### src/rtl/glitc_align_pkg.sv
// rtl/glitc_align_pkg.sv - shared FSM encoding, default pattern and lane indexing for the RITC aligner
package glitc_align_pkg;

    localparam logic [3:0] PATTERN_DEFAULT = 4'b0011;

    typedef enum logic [2:0] {
        ST_IDLE   = 3'd0,
        ST_SETTLE = 3'd1,
        ST_CHECK  = 3'd2,
        ST_SLIP   = 3'd3,
        ST_NEXT   = 3'd4,
        ST_DONE   = 3'd5
    } align_state_t;

    // Bit position of sample k of lane i inside one channel word
    function automatic int lane_bit(input int k, input int i, input int nbits);
        return k * nbits + i;
    endfunction

endpackage

### src/rtl/glitc_lane_match.sv
// rtl/glitc_lane_match.sv - registered all-lanes-show-pattern detector for one channel word
module glitc_lane_match
    import glitc_align_pkg::*;
#(
    parameter int               NBITS   = 12,
    parameter int               NSAMP   = 4,
    parameter logic [NSAMP-1:0] PATTERN = PATTERN_DEFAULT
) (
    input  logic                   clk,
    input  logic                   rst,
    input  logic [NBITS*NSAMP-1:0] word_i,
    output logic                   match_o
);

    logic match_d;
    logic match_q;

    // Every lane must present the full training nibble; any single wrong bit clears the match
    always_comb begin
        match_d = 1'b1;
        for (int i = 0; i < NBITS; i++) begin
            for (int k = 0; k < NSAMP; k++) begin
                if (word_i[lane_bit(k, i, NBITS)] != PATTERN[k]) begin
                    match_d = 1'b0;
                end
            end
        end
    end

    // One register stage so the controller sees a clean per-word decision
    always_ff @(posedge clk or posedge rst) begin
        if (rst) begin
            match_q <= 1'b0;
        end else begin
            match_q <= match_d;
        end
    end

    assign match_o = match_q;

endmodule

### src/rtl/glitc_align_ctrl.sv
// rtl/glitc_align_ctrl.sv - bitslip word-alignment sequencer for the A/B/C RITC deserialisers
module glitc_align_ctrl
    import glitc_align_pkg::*;
#(
    parameter int               NCH        = 3,
    parameter int               NBITS      = 12,
    parameter int               NSAMP      = 4,
    parameter logic [NSAMP-1:0] PATTERN    = PATTERN_DEFAULT,
    parameter int               SETTLE_CYC = 16,
    parameter int               CHECK_LEN  = 64
) (
    input  logic                         clk,
    input  logic                         rst,
    input  logic                         start_i,
    input  logic [NCH*NBITS*NSAMP-1:0]   data_i,
    output logic                         train_o,
    output logic                         enable_o,
    output logic [NCH-1:0]               bitslip_o,
    output logic [NCH-1:0]               aligned_o,
    output logic [NCH-1:0]               fail_o,
    output logic                         busy_o,
    output logic                         done_o
);

    localparam int WORD_W = NBITS * NSAMP;
    localparam int MW     = $clog2(CHECK_LEN + 1);
    localparam int SW     = $clog2(SETTLE_CYC + 1);
    localparam int LW     = $clog2(NSAMP + 1);
    localparam int CW     = (NCH > 1) ? $clog2(NCH) : 1;

    align_state_t   state_q, state_d;
    logic [CW-1:0]  ch_q, ch_d;
    logic [LW-1:0]  slip_cnt_q, slip_cnt_d;
    logic [SW-1:0]  settle_q, settle_d;
    logic [MW-1:0]  match_cnt_q, match_cnt_d;
    logic [NCH-1:0] aligned_q, aligned_d;
    logic [NCH-1:0] fail_q, fail_d;
    logic           enable_q, enable_d;
    logic [NCH-1:0] match_r;

    for (genvar c = 0; c < NCH; c++) begin : g_match
        glitc_lane_match #(
            .NBITS   (NBITS),
            .NSAMP   (NSAMP),
            .PATTERN (PATTERN)
        ) u_match (
            .clk     (clk),
            .rst     (rst),
            .word_i  (data_i[c*WORD_W +: WORD_W]),
            .match_o (match_r[c])
        );
    end

    // Sequencer: settle, check, slip until aligned or out of phases, then move to the next channel
    always_comb begin
        state_d     = state_q;
        ch_d        = ch_q;
        slip_cnt_d  = slip_cnt_q;
        settle_d    = settle_q;
        match_cnt_d = match_cnt_q;
        aligned_d   = aligned_q;
        fail_d      = fail_q;
        enable_d    = enable_q;
        case (state_q)
            ST_IDLE: begin
                if (start_i) begin
                    aligned_d   = '0;
                    fail_d      = '0;
                    ch_d        = '0;
                    slip_cnt_d  = '0;
                    settle_d    = '0;
                    match_cnt_d = '0;
                    enable_d    = 1'b0;
                    state_d     = ST_SETTLE;
                end
            end
            ST_SETTLE: begin
                if (settle_q == SW'(SETTLE_CYC - 1)) begin
                    settle_d    = '0;
                    match_cnt_d = '0;
                    state_d     = ST_CHECK;
                end else begin
                    settle_d = settle_q + 1'b1;
                end
            end
            ST_CHECK: begin
                if (match_r[ch_q]) begin
                    if (match_cnt_q == MW'(CHECK_LEN - 1)) begin
                        match_cnt_d     = MW'(CHECK_LEN);
                        aligned_d[ch_q] = 1'b1;
                        state_d         = ST_NEXT;
                    end else begin
                        match_cnt_d = match_cnt_q + 1'b1;
                    end
                end else begin
                    match_cnt_d = '0;
                    if (slip_cnt_q == LW'(NSAMP)) begin
                        fail_d[ch_q] = 1'b1;
                        state_d      = ST_NEXT;
                    end else begin
                        state_d = ST_SLIP;
                    end
                end
            end
            ST_SLIP: begin
                slip_cnt_d = slip_cnt_q + 1'b1;
                settle_d   = '0;
                state_d    = ST_SETTLE;
            end
            ST_NEXT: begin
                if (ch_q == CW'(NCH - 1)) begin
                    state_d = ST_DONE;
                end else begin
                    ch_d       = ch_q + 1'b1;
                    slip_cnt_d = '0;
                    settle_d   = '0;
                    state_d    = ST_SETTLE;
                end
            end
            ST_DONE: begin
                enable_d = 1'b1;
                state_d  = ST_IDLE;
            end
            default: begin
                state_d = ST_IDLE;
            end
        endcase
    end

    // State, counters and sticky status; reset clears everything at once, mid-sequence included
    always_ff @(posedge clk or posedge rst) begin
        if (rst) begin
            state_q     <= ST_IDLE;
            ch_q        <= '0;
            slip_cnt_q  <= '0;
            settle_q    <= '0;
            match_cnt_q <= '0;
            aligned_q   <= '0;
            fail_q      <= '0;
            enable_q    <= 1'b0;
        end else begin
            state_q     <= state_d;
            ch_q        <= ch_d;
            slip_cnt_q  <= slip_cnt_d;
            settle_q    <= settle_d;
            match_cnt_q <= match_cnt_d;
            aligned_q   <= aligned_d;
            fail_q      <= fail_d;
            enable_q    <= enable_d;
        end
    end

    // Slip pulse decoded from the state so a reset truncates it immediately
    always_comb begin
        bitslip_o = '0;
        if (state_q == ST_SLIP) begin
            bitslip_o[ch_q] = 1'b1;
        end
    end

    assign busy_o    = (state_q != ST_IDLE);
    assign train_o   = busy_o;
    assign done_o    = (state_q == ST_DONE);
    assign enable_o  = enable_q | (state_q == ST_DONE);
    assign aligned_o = aligned_q;
    assign fail_o    = fail_q;

endmodule

### config.mk
export PLATFORM = sky130hd
export DESIGN_NAME = glitc_align_ctrl
export DESIGN_NICKNAME = d
export VERILOG_FILES = /design/src/rtl/glitc_align_pkg.sv /design/src/rtl/glitc_lane_match.sv /design/src/rtl/glitc_align_ctrl.sv
export SDC_FILE = /design/constraint.sdc
export NUM_CORES = 1
export LEC_CHECK = 0
export CORE_UTILIZATION = 33
export CTS_BUF_LIST = sky130_fd_sc_hd__clkbuf_16
export CTS_CLUSTER_DIAMETER = 30
export DETAILED_ROUTE_END_ITERATION = 6
export GPL_ROUTABILITY_DRIVEN = 0
export PLACE_DENSITY = 0.81
export REMOVE_ABC_BUFFERS = 1
export SLEW_MARGIN = 20
export SYNTH_ARGS = -nofsm -noshare
export SYNTH_HDL_FRONTEND = slang
export SYNTH_HIERARCHICAL = 1
export SYNTH_SLANG_ARGS = --single-unit
### constraint.sdc
create_clock -name clk -period 2.1 [get_ports clk]
set_clock_uncertainty 0.1 [all_clocks]
set_input_delay 0.315 -clock clk [delete_from_list [all_inputs] [get_ports clk]]
set_output_delay 0.315 -clock clk [all_outputs]
set_load 0.02 [all_outputs]
Word-level counts from Yosys, hierarchy flattened
Index checks and enable logic that the tools add are counted.
{"block": "totals", "ff_bits": 30}
{"block": "classes", "eq_ne": 17, "magnitude_cmp": 2, "bitwise": 3, "n_reduce_logical": 17, "n_mux": 179, "n_addsub": 4}
{"operator": "1-bit two-way mux", "count": 147}
{"operator": "3-bit two-way mux", "count": 13}
{"operator": "7-bit two-way mux", "count": 4}
{"operator": "7-bit one-hot mux with 3 select lines", "count": 1}
{"operator": "5-bit one-hot mux with 4 select lines", "count": 1}
{"operator": "5-bit two-way mux", "count": 3}
{"operator": "3-bit one-hot mux with 5 select lines", "count": 1}
{"operator": "3-bit AND reduction", "count": 5}
{"operator": "2-bit != test (second input constant)", "count": 7}
{"operator": "3-bit one-hot mux with 2 select lines", "count": 2}
{"operator": "3-bit equality test (second input constant)", "count": 3}
{"operator": "3-bit one-hot mux with 3 select lines", "count": 1}
{"operator": "3-bit nonzero test", "count": 3}
{"operator": "4-bit AND reduction", "count": 2}
{"operator": "7-bit by 1-bit adder with 7-bit output (second input constant)", "count": 1}
{"operator": "7-bit by 6-bit equality test with 1-bit output (second input constant)", "count": 1}
{"operator": "3-bit by 2-bit equality test with 1-bit output (second input constant)", "count": 2}
{"operator": "3-bit bitwise OR", "count": 2}
{"operator": "2-bit nonzero test", "count": 3}
{"operator": "5-bit by 1-bit adder with 5-bit output (second input constant)", "count": 1}
{"operator": "5-bit by 4-bit equality test with 1-bit output (second input constant)", "count": 1}
{"operator": "2-bit two-way mux", "count": 2}
{"operator": "2-bit one-hot mux with 2 select lines", "count": 1}
{"operator": "4-bit nonzero test", "count": 1}
{"operator": "other kinds (14)", "count": 14}

Logic depth before layout (Yosys ltp)
{"block": "logic_depth", "ltp_word": 48, "mapped_depth": 7, "ltp_nobuf": 7}

Modules after synthesis
Netlist, hierarchy kept.
{"module": "glitc_align_ctrl", "area_each_um2": 1467.7, "cells_each": 150, "seq_area_each_um2": 675.6, "n_inst": 1}
{"module": "glitc_lane_match", "area_each_um2": 165.2, "cells_each": 19, "seq_area_each_um2": 25.0, "n_inst": 3}

Least setup slack after synthesis
No wires, ideal clock.
{"block": "synth_path", "path_kind": "flip-flop to flip-flop", "from": "register ch_q[1]", "to": "register match_cnt_q[6]", "required_time_ns": 1.876, "setup_time_ns": 0.124, "period_less_slack_ns": 1.694, "n_path_buf": 1, "t_arrival_ns": 1.470, "slack_ns": 0.406, "stages_incl_launch_ff": 7, "cell_sequence": "dfrtp_1 > mux2_2 > nor2_2 > a211oi_2 > buf_4 > and3_1 > a211o_1"}
{"block": "synth_between", "elab_chain_len": 4}
{"element": "start: declaration", "line": "glitc_align_ctrl.sv:32", "source": "logic [CW-1:0] ch_q, ch_d;"}
{"element": "start signal: assignment", "line": "glitc_align_ctrl.sv:143", "source": "ch_q <= ch_d;"}
{"element": "1-bit binary-select mux with 2-bit select", "line": "glitc_align_ctrl.sv:87", "source": "if (match_r[ch_q]) begin"}
{"element": "1-bit two-way mux (implied by the code)", "line": "glitc_align_ctrl.sv:87"}
{"element": "7-bit two-way mux", "line": "glitc_align_ctrl.sv:87"}
{"element": "7-bit one-hot mux with 3 select lines", "line": "glitc_align_ctrl.sv:64", "source": "case (state_q)"}
{"element": "end signal: assignment", "line": "glitc_align_ctrl.sv:146", "source": "match_cnt_q <= match_cnt_d;"}
{"element": "end: declaration", "line": "glitc_align_ctrl.sv:35", "source": "logic [MW-1:0] match_cnt_q, match_cnt_d;"}
No other way between the ends. The select of a mux whose other input is x is not followed.
A chain may end at the register's enable or synchronous reset.

Worst setup path after layout
{"block": "layout_path", "from": "register state_q[1]", "to": "output port done_o"}
{"block": "layout_between", "elab_chain_len": 1}
{"element": "start: declaration", "line": "glitc_align_ctrl.sv:31", "source": "align_state_t state_q, state_d;"}
{"element": "start signal: assignment", "line": "glitc_align_ctrl.sv:142", "source": "state_q <= state_d;"}
{"element": "3-bit equality test", "line": "glitc_align_ctrl.sv:163", "source": "assign done_o = (state_q == ST_DONE);"}
{"element": "end: declaration", "line": "glitc_align_ctrl.sv:22", "source": "output logic done_o"}
No other way between the ends.

==> impl_results.html <==
<table>
<tr><th>Metric</th><th>Value</th></tr>
<tr><th colspan="2">Yosys</th></tr>
<tr><td>Warning count from the yosys run</td><td>6</td></tr>
<tr><td>Adder and majority gate portion of the synthesized area</td><td>under 10%</td></tr>
<tr><td>Top FF cell, synth</td><td>sky130_fd_sc_hd__dfrtp_1</td></tr>
<tr><td>Cell area after synthesis</td><td>1960 µm²</td></tr>
<tr><td>Synth Area per Inst</td><td>about 9.5 µm²</td></tr>
<tr><td>Mux contribution to synthesized area</td><td>approximately 1.1%</td></tr>
<tr><td>Sequential area share after synthesis</td><td>a little under two fifths</td></tr>
<tr><td>Post-synth EDFFs</td><td>0</td></tr>
<tr><td>Compound-Gate Fraction of Synth Area</td><td>between 15 and 20%</td></tr>
<tr><td>Synth Area in XOR/XNOR</td><td>1.34%</td></tr>
<tr><td>Synth async-reset ratio</td><td>between 90% and 100%</td></tr>
<tr><td>Synthesized flop and latch total</td><td>30</td></tr>
<tr><td>Simple-gate area share of the yosys netlist</td><td>roughly 36%</td></tr>
<tr><td>Count of cell types in the netlist</td><td>48</td></tr>
<tr><td>Count of mapped cells out of synthesis</td><td>207</td></tr>
<tr><td>Largest family of logic cells by synthesized area</td><td>simple AND/OR/NAND/NOR gates</td></tr>
<tr><th colspan="2">Floorplanning</th></tr>
<tr><td>Total Die Area</td><td>around 6300 µm²</td></tr>
<tr><td>Total number of placement rows</td><td>27</td></tr>
<tr><td>Overall die height</td><td>79.1 µm</td></tr>
<tr><td>Boundary pin count</td><td>160</td></tr>
<tr><td>Core Area</td><td>approximately 5600 µm²</td></tr>
<tr><td>Width of the die</td><td>~80 µm</td></tr>
<tr><td>Effective utilization at floorplan</td><td>around a third</td></tr>
<tr><th colspan="2">Worst setup path</th></tr>
<tr><td>Crit path DAT</td><td>around 1.5 ns</td></tr>
<tr><td>Path depth of the worst reg2reg path</td><td>5</td></tr>
<tr><td>Cell Chain, Critical Path</td><td>inv_2 -&gt; and3_1 -&gt; clkdlybuf4s50_1</td></tr>
<tr><td>Worst flop-to-flop path startpoint</td><td>state_q[1]</td></tr>
<tr><td>Max stage delay cell, worst path</td><td>sky130_fd_sc_hd__clkdlybuf4s50_1</td></tr>
<tr><td>Worst flop-to-flop path endpoint</td><td>aligned_o[2]</td></tr>
<tr><td>Required time at the worst-slack endpoint</td><td>approximately 1.7 ns</td></tr>
<tr><td>Worst-path maximum fanout</td><td>6</td></tr>
<tr><td>Worst setup EP type</td><td>primary output</td></tr>
<tr><td>Class of the most critical setup path</td><td>register to primary output</td></tr>
<tr><td>Setup slack of the most critical reg-to-reg path</td><td>around 0.22 ns</td></tr>
<tr><td>CP startpoint kind</td><td>register</td></tr>
<tr><td>Biggest cell delay along the critical path</td><td>0.61 ns</td></tr>
<tr><th colspan="2">Power and ir drop</th></tr>
<tr><td>Cell-internal power</td><td>roughly 1.7 mW</td></tr>
<tr><td>Relative contribution of the clock network to total power</td><td>26.7%</td></tr>
<tr><td>LEAKAGE</td><td>1.59 nW</td></tr>
<tr><td>Peak VDD IR</td><td>594 µV</td></tr>
<tr><td>Power Dens Cells</td><td>between 600 and 700 nW/µm²</td></tr>
<tr><td>Share of power burned in registers</td><td>about a third</td></tr>
<tr><td>Sw Ratio</td><td>31.7%</td></tr>
<tr><td>Part of the total power dissipated in combinational logic</td><td>around 40%</td></tr>
<tr><td>Switching power summed over all nets</td><td>0.782 mW</td></tr>
<tr><th colspan="2">STA</th></tr>
<tr><td>Transition time at the pin with the least slew margin</td><td>around 0.45 ns</td></tr>
<tr><td>Unrepaired setup endpoints after global routing</td><td>no</td></tr>
<tr><td>Rel. slew slack</td><td>between 60% and 70%</td></tr>
<tr><td>Max Slew Vio Count</td><td>0</td></tr>
<tr><td>Final period utilization</td><td>a little over 90%</td></tr>
<tr><td>Endpoints failing setup</td><td>0</td></tr>
<tr><td>Maximum clock frequency</td><td>roughly 0.51 GHz</td></tr>
<tr><td>Final Hold Fails</td><td>0</td></tr>
<tr><td>Final-layout setup total negative slack</td><td>0 ns</td></tr>
<tr><td>Final period demand of the worst path</td><td>1.95 ns</td></tr>
<tr><th colspan="2">Global routing</th></tr>
<tr><td>Total GRT Usage</td><td>about a quarter</td></tr>
<tr><td>Antenna violations before repair</td><td>1</td></tr>
<tr><td>Total congestion overflow after global routing</td><td>0</td></tr>
<tr><td>Number of global-route vias before repair</td><td>around 2300</td></tr>
<tr><td>Largest net degree at the start of global routing</td><td>28</td></tr>
<tr><td>Global-route wire length before repair</td><td>about 11000 µm</td></tr>
<tr><th colspan="2">Final layout</th></tr>
<tr><td>Net count reported at finish</td><td>~530</td></tr>
<tr><td>Fill count</td><td>~460</td></tr>
<tr><td>Finished Cell Area</td><td>approximately 3800 µm²</td></tr>
<tr><td>Synth-to-Final Area Change</td><td>95.5%</td></tr>
<tr><td>Share of post-route cells with drive strength above 1</td><td>~7.1%</td></tr>
<tr><th colspan="2">Detailed routing</th></tr>
<tr><td>Detailed-route wire length per cell</td><td>roughly 17 µm</td></tr>
<tr><td>Count of nets left with antenna violations after detail routing</td><td>0</td></tr>
<tr><td>Number of DRC violations after detailed-routing iteration 0</td><td>110</td></tr>
<tr><td>Via total after detailed routing</td><td>roughly 2300</td></tr>
<tr><td>DRC errors left</td><td>0</td></tr>
<tr><td>TritonRoute pass-1 iters</td><td>4</td></tr>
<tr><td>Vias per cell</td><td>between 5 and 6</td></tr>
<tr><td>Total wire length</td><td>~7600 µm</td></tr>
<tr><th colspan="2">Clocking</th></tr>
<tr><td>Clock buffer depth</td><td>2</td></tr>
<tr><td>Clock latency of the later-clocked register in the worst-skew pair</td><td>0.28 ns</td></tr>
<tr><td>Root buffer cell</td><td>sky130_fd_sc_hd__clkbuf_16</td></tr>
<tr><td>TritonCTS clock tree</td><td>built</td></tr>
<tr><td>Hold_buf cts</td><td>0</td></tr>
<tr><td>Number of buffers created by CTS</td><td>5</td></tr>
<tr><td>Clock sink count</td><td>30</td></tr>
<tr><td>H-tree depth reported by CTS</td><td>2</td></tr>
<tr><td>Number of gates resized after cts</td><td>4</td></tr>
<tr><td>Count of buffers added by post-CTS timing repair for setup</td><td>0</td></tr>
<tr><td>Clk pin slew, worst setup/hold paths</td><td>approximately 0.050 ns</td></tr>
<tr><th colspan="2">Run</th></tr>
<tr><td>Max-Cap Viols</td><td>0</td></tr>
<tr><th colspan="2">Place</th></tr>
<tr><td>Total placed instance area</td><td>around 3700 µm²</td></tr>
<tr><td>Half-perimeter wire length of the detailed placement result</td><td>roughly 6500 µm</td></tr>
<tr><td>Total of buffers placed on input and output ports</td><td>159</td></tr>
<tr><th colspan="2">Worst hold path</th></tr>
<tr><td>Path category of the worst min-delay check</td><td>input pin to async pin</td></tr>
<tr><th colspan="2">Status</th></tr>
<tr><td>Status</td><td>finished, final reports clean</td></tr>
</table>
## synthesized netlist by cell type (2+ instances only)
cell                        n  area, µm²
sky130_fd_sc_hd__nand4b_1   3       26.3
sky130_fd_sc_hd__o31ai_1    3       22.5
sky130_fd_sc_hd__xor2_1     3       26.3
sky130_fd_sc_hd__nand2_1   18       67.6
sky130_fd_sc_hd__and4_1     3       26.3
sky130_fd_sc_hd__and3_1     6       37.5
sky130_fd_sc_hd__and2_1     2       12.5
sky130_fd_sc_hd__inv_1     10       37.5
sky130_fd_sc_hd__a21oi_1    7       35.0
sky130_fd_sc_hd__dfrtp_1   30        751
sky130_fd_sc_hd__nand3_1    7       35.0
sky130_fd_sc_hd__nor4_2     3       37.5
sky130_fd_sc_hd__nand2b_1   5       31.3
sky130_fd_sc_hd__nor4_1     3       18.8
sky130_fd_sc_hd__nor3_1     4       20.0
sky130_fd_sc_hd__buf_4      2       15.0
sky130_fd_sc_hd__a22oi_1    2       15.0
sky130_fd_sc_hd__nand4_1    9       56.3
sky130_fd_sc_hd__ha_1       7       87.6
sky130_fd_sc_hd__nor2b_1    2       12.5
sky130_fd_sc_hd__nor3b_1    2       15.0
sky130_fd_sc_hd__a22o_1     8       70.1
sky130_fd_sc_hd__nor2_1     8       30.0
sky130_fd_sc_hd__or4_1      3       22.5
sky130_fd_sc_hd__nor4b_1    9       78.8
sky130_fd_sc_hd__nor4bb_1   6       60.1
sky130_fd_sc_hd__o21ai_0   10       50.1
sky130_fd_sc_hd__o21ai_1    2       10.0
sky130_fd_sc_hd__clkbuf_1   3       11.3
sky130_fd_sc_hd__and4b_1    7       70.1
sky130_fd_sc_hd__a31oi_1    3       18.8
## state kept, by name (all words and copies together) (netlist names), 2 cells and up
| register | cells |
|---|---|
| settle_q | 5 |
| fail_o | 3 |
| ch_q | 2 |
| g_match.u_match/match_o | 3 |
| state_q | 3 |
| aligned_o | 3 |
| slip_cnt_q | 3 |
| match_cnt_q | 7 |
## final cells by class
type / count / area (µm²) / area share (%)
antenna: 1 / 2.50 / 0.0652
clock buffer: 5 / 125 / 3.26
clock inverter: 3 / 12.5 / 0.326
inverter: 11 / 41.3 / 1.08
multi-input combinational: 161 / 1140 / 29.8
sequential: 30 / 751 / 19.6
tap: 72 / 90.1 / 2.35
timing repair buffer: 168 / 1670 / 43.5
## placed cells by master (no fill, tap or decap), types with 2 or more instances in the layout
master,synthesis,layout
sky130_fd_sc_hd__nand4b_1,3,3
sky130_fd_sc_hd__dfrtp_1,30,30
sky130_fd_sc_hd__or4_1,3,3
sky130_fd_sc_hd__nand4_1,9,9
sky130_fd_sc_hd__nor3b_1,2,2
sky130_fd_sc_hd__nand3_1,7,7
sky130_fd_sc_hd__clkbuf_16,0,5
sky130_fd_sc_hd__nor3_1,4,4
sky130_fd_sc_hd__nor4b_1,9,9
sky130_fd_sc_hd__dlygate4sd2_1,0,4
sky130_fd_sc_hd__nor2_1,8,8
sky130_fd_sc_hd__nor4bb_1,6,6
sky130_fd_sc_hd__o21ai_1,2,2
sky130_fd_sc_hd__nor2b_1,2,2
sky130_fd_sc_hd__o31ai_1,3,3
sky130_fd_sc_hd__o21ai_0,10,10
sky130_fd_sc_hd__a21oi_1,7,7
sky130_fd_sc_hd__a31oi_1,3,3
sky130_fd_sc_hd__and4_1,3,3
sky130_fd_sc_hd__xor2_1,3,3
sky130_fd_sc_hd__buf_4,2,8
sky130_fd_sc_hd__ha_1,7,7
sky130_fd_sc_hd__clkdlybuf4s50_1,0,153
sky130_fd_sc_hd__nand2b_1,5,5
sky130_fd_sc_hd__dlymetal6s2s_1,0,2
sky130_fd_sc_hd__inv_1,10,11
sky130_fd_sc_hd__and2_1,2,2
sky130_fd_sc_hd__nor4_2,3,3
sky130_fd_sc_hd__a22oi_1,2,2
sky130_fd_sc_hd__and4b_1,7,7
sky130_fd_sc_hd__nand2_1,18,18
sky130_fd_sc_hd__nor4_1,3,3
sky130_fd_sc_hd__and3_1,6,6
sky130_fd_sc_hd__a22o_1,8,8
## how the worst max path moves through the flow
stage / from / to / cells after the start
after floorplan: state_q[1] / aligned_o[0] / 5
after global placement: data_i[9] / g_match[0].u_match/match_o / 4
after detailed placement: ch_q[1] / bitslip_o[0] / 4
after CTS: state_q[2] / busy_o / 4
after global routing: ch_q[0] / settle_q[1] / 8
final: state_q[1] / done_o / 3
## power by group through the flow
stage               registers, mW  clock network [mW]  logic [mW]
finish                      0.835               0.659       0.975
global route                0.856               0.703        1.07
CTS                         0.834               0.672       0.978
detailed placement          0.841                   0       0.979
global placement            0.834                   0       0.941
floorplan                   0.841                   0       0.464
## per-stage QoR
stage          setup slack, ns  cells  util, %  hold WS (ns)  power (mW)
2_1_floorplan           0.0336    202        -       -0.0563        1.31
3_3_place_gp             0.194    442     66.0         0.370        1.77
3_5_place_dp             0.170    442     66.0         0.381        1.82
4_1_cts                 0.0288    450     68.3         0.159        2.48
5_1_grt                 0.0632    450     68.4         0.189        2.63
6_report                 0.153    451     68.5         0.163        2.47
## per-layer routing
metal | up-vias | track usage, % | wire [µm]
li1 | 1134 | - | -
met1 | 1059 | 30.4 | 3070
met2 | 102 | 39.6 | 3730
met3 | 12 | 7.59 | 645
met4 | 0 | 6.00 | 106
met5 | - | 0 | 0
## cell families (layout without fill, tap and decap cells)
kind of cell | Yosys count | after routing
AO/OA/AOI/OAI | 44 | 44
XOR/XNOR | 3 | 3
adder cells (fa/ha/maj) | 7 | 7
buffers and inverters | 16 | 187
flip-flops | 30 | 30
multiplexers | 2 | 2
other | 0 | 1
AND/OR/NAND/NOR | 105 | 105
## critical path, delay by kind of cell, from the launching register on
family                 cells  cell delay [ns]
buffers and inverters      2             0.71
and+or+nand+nor            1             0.18
DFF                        1             0.38
Note: power is estimated with default switching activity, not from simulation.
